===== src/rtl/apu_mix_pkg.sv =====
// Shared constants for the APU mixer gain multipliers.
// Operand/product widths and the fixed per-channel gains live here.
package apu_mix_pkg;

  localparam int MIX_OP_W   = 8;
  localparam int MIX_PROD_W = 16;

  localparam logic [MIX_OP_W-1:0] PULSE_GAIN = 8'd144;
  localparam logic [MIX_OP_W-1:0] TRI_GAIN   = 8'd162;
  localparam logic [MIX_OP_W-1:0] NOISE_GAIN = 8'd94;

endpackage


===== src/rtl/apu_mult_pp_row.sv =====
// One row of the array multiplier: adds dataa, gated by one multiplier bit
// and shifted to that bit's weight, onto the running partial sum.
module apu_mult_pp_row #(
  parameter int A_WIDTH = 8,
  parameter int P_WIDTH = 16,
  parameter int SHIFT   = 0
) (
  input  logic [P_WIDTH-1:0] sum_in,
  input  logic [A_WIDTH-1:0] dataa,
  input  logic               b_bit,
  output logic [P_WIDTH-1:0] sum_out
);

  logic [A_WIDTH-1:0] pp_gated;
  logic [P_WIDTH-1:0] pp_shifted;

  always_comb begin
    pp_gated   = dataa & {A_WIDTH{b_bit}};
    pp_shifted = P_WIDTH'(pp_gated) << SHIFT;
    sum_out    = sum_in + pp_shifted;
  end

endmodule


===== src/rtl/apu_mult8x8.sv =====
// Unsigned A_WIDTH x B_WIDTH multiplier built from a ripple array of
// partial-product rows, with an optional one-cycle output register.
module apu_mult8x8
  import apu_mix_pkg::*;
#(
  parameter int A_WIDTH = MIX_OP_W,
  parameter int B_WIDTH = MIX_OP_W,
  parameter bit OUT_REG = 1'b0
) (
  input  logic                       clk,
  input  logic                       rst_n,
  input  logic [A_WIDTH-1:0]         dataa,
  input  logic [B_WIDTH-1:0]         datab,
  output logic [A_WIDTH+B_WIDTH-1:0] result
);

  localparam int P_WIDTH = A_WIDTH + B_WIDTH;

  // sum_chain[i] is the sum of the first i partial products.
  logic [P_WIDTH-1:0] sum_chain [B_WIDTH+1];

  assign sum_chain[0] = '0;

  for (genvar i = 0; i < B_WIDTH; i++) begin : g_row
    apu_mult_pp_row #(
      .A_WIDTH (A_WIDTH),
      .P_WIDTH (P_WIDTH),
      .SHIFT   (i)
    ) u_row (
      .sum_in  (sum_chain[i]),
      .dataa   (dataa),
      .b_bit   (datab[i]),
      .sum_out (sum_chain[i+1])
    );
  end

  if (OUT_REG) begin : g_out_reg
    logic [P_WIDTH-1:0] result_d;
    logic [P_WIDTH-1:0] result_q;

    always_comb begin
      result_d = sum_chain[B_WIDTH];
    end

    // NOTE: state updates use <= so every flop samples pre-edge values;
    // a blocking = here would let later readers see the new value early.
    always_ff @(posedge clk or negedge rst_n) begin
      if (!rst_n) result_q <= '0;
      else        result_q <= result_d;
    end

    assign result = result_q;
  end else begin : g_out_comb
    // Clock and reset are intentionally unused in the combinational build.
    logic unused_clk_rst;
    assign unused_clk_rst = &{1'b0, clk, rst_n};
    assign result         = sum_chain[B_WIDTH];
  end

endmodule


===== config.mk =====
export PLATFORM = sky130hd
export DESIGN_NAME = apu_mult8x8
export DESIGN_NICKNAME = d
export VERILOG_FILES = /design/src/rtl/apu_mix_pkg.sv /design/src/rtl/apu_mult_pp_row.sv /design/src/rtl/apu_mult8x8.sv
export SDC_FILE = /design/constraint.sdc
export NUM_CORES = 1
export LEC_CHECK = 0
export CORE_AREA = 5 5 68 70
export DETAILED_ROUTE_END_ITERATION = 6
export DIE_AREA = 0 0 73 75
export PLACE_DENSITY = 0.75
export SETUP_SLACK_MARGIN = 0.15
export SLEW_MARGIN = 15
export SYNTH_ARGS = -nofsm -noshare
export SYNTH_HDL_FRONTEND = slang
export SYNTH_SLANG_ARGS = --single-unit

===== constraint.sdc =====
create_clock -name vclk -period 9.35
set_input_delay 2.805 -clock vclk [all_inputs]
set_output_delay 2.805 -clock vclk [all_outputs]
set_load 0.02 [all_outputs]

==> results of run 1 <==
## logic make-up after synthesis
kind of cell	synth area share, %
xor+xnor	4.58
compound gates	4.72
simple gates	23.5
buf+inv	7.07
fa+ha+maj	60.1
## Yosys cell counts
cell / number
a21o_1: 2
a21oi_1: 4
a21oi_2: 1
a31oi_1: 1
and2_1: 46
and2b_2: 1
and3_1: 1
fa_1: 38
ha_1: 31
inv_1: 36
nand2_1: 21
nand3_1: 3
nand4_1: 1
nor2_1: 2
o211ai_1: 1
o21ai_0: 3
o221ai_1: 1
o311ai_1: 1
or2_2: 2
or3_1: 3
or4_1: 1
xnor2_1: 8
xor2_1: 2
## metrics by stage
stage / setup slack, ns / power, mW / hold slack, ns
6_report: 0.0258 / 0.680 / 6.52
5_1_grt: -0.0626 / 0.746 / 6.56
4_1_cts: -0.0572 / 0.666 / 6.53
3_5_place_dp: -1.12 / 0.608 / 6.86
3_3_place_gp: -1.08 / 0.596 / 6.86
2_1_floorplan: 0.138 / 0.354 / 5.79
## power by group through the flow
| stage | Sequential (mW) | Clock [mW] | Combinational, mW |
|---|---|---|---|
| 3_3_place_gp | 0 | 0 | 0.596 |
| 6_report | 0 | 0 | 0.680 |
| 3_5_place_dp | 0 | 0 | 0.608 |
| 5_1_grt | 0 | 0 | 0.746 |
| 4_1_cts | 0 | 0 | 0.666 |
| 2_1_floorplan | 0 | 0 | 0.354 |
## metal layers
| metal | vias to the layer above | part of all wire [%] | routed length [um] |
|---|---|---|---|
| li1 | 799 | - | - |
| met1 | 805 | 41 | 1800 |
| met2 | 27 | 55 | 2390 |
| met3 | 4 | 2.8 | 121 |
| met4 | 0 | 0.97 | 42 |
| met5 | - | 0 | 0 |
## how the worst max path moves through the flow
stage              from  slack [ns]  depth (start not counted)         end
2_1_floorplan  dataa[7]        0.14                         15  result[12]
3_3_place_gp   dataa[3]       -1.08                         15  result[12]
3_5_place_dp   dataa[4]       -1.12                         15  result[12]
4_1_cts        datab[3]       -0.06                         17  result[12]
5_1_grt        dataa[6]       -0.06                         17  result[12]
6_report       dataa[6]        0.03                         17  result[12]
## final cells by class
class	count	area share, %
Inverter	36	4.95
Tap cell	50	2.29
Multi-Input combinational cell	174	72.5
Timing Repair Buffer	69	20.3
## critical path: stages
cell and delay [ns]:
buf_6 0.10, and2_4 0.15, fa_1 0.53, inv_1 0.05, fa_1 0.47, inv_1 0.05, fa_1 0.53, inv_2 0.05
fa_1 0.50, inv_2 0.05, ha_4 0.23, nand3_2 0.06, o211ai_1 0.13, or4_4 0.45, o311ai_4 0.09, xnor2_2 0.14
buf_4 0.15
## repair_timing
| action | in CTS | in global routing |
|---|---|---|
| gates resized for setup | 127 | 20 |
| setup endpoints to repair | 10 | 9 |
| pin swaps | 35 | 10 |
| buffers inserted | 1 | 0 |
==> impl_metrics.tcl, run 1 <==
set metrics [dict create \
    multi_input_comb_area_mm2 0.00198 \
    area_growth_pct 42.8 \
    ant_nets 0 \
    vias_per_cell 4.97 \
    rows 23 \
    status "complete, no violations" \
    n_clock_buffer 0 \
    antenna_found_initial 0 \
    critical_path_class "in2out" \
    crit_fanout 4 \
    final-hold-violation-count 0 \
    die_width_um 73 \
    swShare_pct 49.1 \
    io_buffers 32 \
    synthTopCellsByArea "fa_1 40%, ha_1 20%, and2_1 15%" \
    drv_cap 0 \
    diodes 0 \
    fin_nets 368 \
    grt_pass1_wl_mm 7.62 \
    synth_largest_area_cell "fa_1" \
    fp.dieH_um 75 \
    cp.arrival_ns 6.52 \
    dp.cells 328 \
    ir_worst_vdd_mv 0.175 \
    clkPwrFrac_pct 0 \
    start_kind "primary input" \
    powerDensity_mw_per_mm2 249 \
    drc 0 \
    layout_commonest_cell "buf_4" \
    first_global_vias 1852 \
    worst_pin_slew_ns 0.325 \
    seq_area_frac_synth_pct 0 \
    seq_cell_count 0 \
    synth_cell_types 23 \
    drt_wl_total_mm 4.35 \
    fmax_mhz 107 \
    endpoint_kind "output port" \
    seq_area_um2 0 \
    fin_crit_ns 9.32 \
    holdPathEnd "result[0]" \
    die_area_mm2 0.00548 \
    tns_ns 0 \
    num-fill-cells 327 \
    drive_gt1_share_pct 34.1 \
    grt_overflow_total 0 \
    dr_total_vias 1635 \
    dpl_cell_area_mm2 0.00261 \
    yosysTopAreaCellShare_pct 39.8 \
    instances_no_fill 329 \
    rsz0062_at_grt "yes" \
    core_mm2 0.00391 \
    grt_max_degree 9 \
    syn_area_per_cell_um2 9.10 \
    dp_hpwl_mm 3.63 \
    p_int_mw 0.346 \
    start_util_pct 48.8 \
    combPwrFrac_pct 100.0 \
    met3_usage_pct 0.534 \
    routabilityCongestion 0.789 \
    grt_usage_pct 17.2 \
    stdcell_area_mm2 0.00273 \
    postSynthCellCount 210 \
    firstDrtPassIters 4 \
    synth_nets 297 \
    min_path_cells 3 \
    leakage_nw 1.43 \
    post-route-period-util_pct 99.7 \
    met2_usage_pct 34.1 \
    required_ns 6.55 \
    power_frac_seq_pct 0 \
    drt_iter0_markers 56 \
    top_usage_layer "met2" \
    hp-class "in2out" \
    final_max_slew_viol_count 0 \
    gr-usage-met1_pct 20.8 \
    ios 34 \
    wire_per_inst_um 13.2 \
    max_slew_margin_pct 78.1 \
    min_from "datab[0]" \
    cts_hold_buf 0 \
    netlist_area_mm2 0.00191 \
    postLayoutCoreUtil_pct 69.7 \
    final_cell_mix "43 x buf_4, 40 x and2_1, 36 x fa_1, 34 x inv_1, 24 x ha_1" \
    setup_viol 0 \
    power_switching_mw 0.334 \
    ys_warn_count 0 \
]
Note: power is estimated with default switching activity, not from simulation.
==> inputs of run 2 (changes only) <==
--- a/config.mk
+++ b/config.mk
@@ -8,6 +8,7 @@
 export CORE_AREA = 5 5 68 70
 export DETAILED_ROUTE_END_ITERATION = 6
 export DIE_AREA = 0 0 73 75
+export MAX_ROUTING_LAYER = met4
 export PLACE_DENSITY = 0.75
 export SETUP_SLACK_MARGIN = 0.15
 export SLEW_MARGIN = 15
==> run 2 against run 1 <==
  * Flip-flop and latch count stayed put
  * Sequential share of layout area unchanged
  * Design area stayed put
  * Via count grew 0.18%
  * Largest power group unchanged
==> impl_metrics.tcl, run 2 (same netlist as run 1, synthesis figures left out) <==
set metrics [dict create \
    status "complete, no violations" \
    final_cell_mix "43 x buf_4, 40 x and2_1, 36 x fa_1, 34 x inv_1, 24 x ha_1" \
    n_clock_buffer 0 \
    die_width_um 73 \
    fp.dieH_um 75 \
    drt_iter0_markers 55 \
    io_buffers 32 \
    hold_ws_ns 6.52 \
    crit_family "adder cells" \
    routabilityCongestion 0.800 \
    hp-class "in2out" \
    drv_cap 0 \
    diodes 0 \
    drt_wl_total_mm 4.36 \
    grt_pass1_wl_mm 7.64 \
    max_stage_delay_ns 0.53 \
    crit_top_cell "fa_1" \
    tns_ns 0 \
    worst_pin_slew_ns 0.325 \
    start_kind "primary input" \
    dp_hpwl_mm 3.63 \
    cp_slowest_cell "fa_1" \
    grt_overflow_total 0 \
    max_slew_margin_pct 78.1 \
    endpoint_kind "output port" \
    first_global_vias 1852 \
    rows 23 \
    fin_crit_ns 9.32 \
    core_mm2 0.00391 \
    fin_nets 368 \
    cp.arrival_ns 6.52 \
    drc 0 \
    start_util_pct 48.8 \
    fmax_mhz 107 \
    antenna_found_initial 0 \
    layout_commonest_cell "buf_4" \
    path_cells "buf_6 -> and2_4 -> fa_1 -> inv_1 -> fa_1 -> inv_1 -> fa_1 -> inv_2 -> fa_1 -> inv_2 -> ha_4 -> nand3_2 -> o211ai_1 -> or4_4 -> o311ai_4 -> xnor2_2 -> buf_4" \
    required_ns 6.55 \
    critical_path_class "in2out" \
    wire_per_inst_um 13.2 \
    seq_area_um2 0 \
    postLayoutCoreUtil_pct 69.7 \
    powerDensity_mw_per_mm2 249 \
    setup_viol 0 \
    final_max_slew_viol_count 0 \
    seq_cell_count 0 \
    die_area_mm2 0.00548 \
    ir_worst_vdd_mv 0.175 \
    grt_max_degree 9 \
    vias_per_cell 4.98 \
    area_growth_pct 42.8 \
    path_buf_inv 6 \
    post-route-period-util_pct 99.7 \
    drive_gt1_share_pct 34.1 \
    final-hold-violation-count 0 \
    setup_slack_ns 0.0258 \
    leakage_nw 1.43 \
    firstDrtPassIters 4 \
    rsz0062_at_grt "yes" \
    crit_fanout 4 \
    ios 34 \
    grt_usage_pct 17.8 \
    pre_cts_ws_ns -1.12 \
    ant_nets 0 \
    dr_total_vias 1638 \
]
run 2: worst paths after layout:
path / start / endpoint / slack [ns] / cells after the start
worst max-delay path: dataa[6] / result[12] / 0.03 / 17
worst min-delay path: datab[0] / result[0] / 6.52 / 3
run 2: routing by layer:
metal	vias up	wire length [um]	GRT usage [%]	part of all wire, %
met1	808	1800	20.8	41
met2	27	2390	34.1	55
met3	4	121	0.534	2.8
li1	799	-	-	-
met4	0	42	3.28	0.96
met5	-	0	-	0
run 2: what timing repair did:
item / 4_1_cts / 5_1_grt
pin swaps: 35 / 10
hold buffers: 0 / 0
setup endpoints to repair: 10 / 9
buffers inserted: 1 / 0
gates resized for setup: 127 / 20
run 2: per-stage QoR:
step,power (mW),cells,area (um^2)
detailed placement,0.608,328,2610
CTS,0.666,329,2700
floorplan,0.354,210,1950
global placement,0.596,328,2610
finish,0.680,329,2730
global route,0.746,329,2730
run 2: where the power goes:
group / total [mW] / internal (mW) / switching [mW]
registers: 0 / 0 / 0
logic: 0.680 / 0.346 / 0.334
clock network: 0 / 0 / 0
run 2: area by class of cell:
| class | instances | area [um^2] |
|---|---|---|
| Fill cell | 327 | 1180 |
| Inverter | 36 | 135 |
| Multi-Input combinational cell | 174 | 1980 |
| Tap cell | 50 | 62.6 |
| Timing Repair Buffer | 69 | 553 |
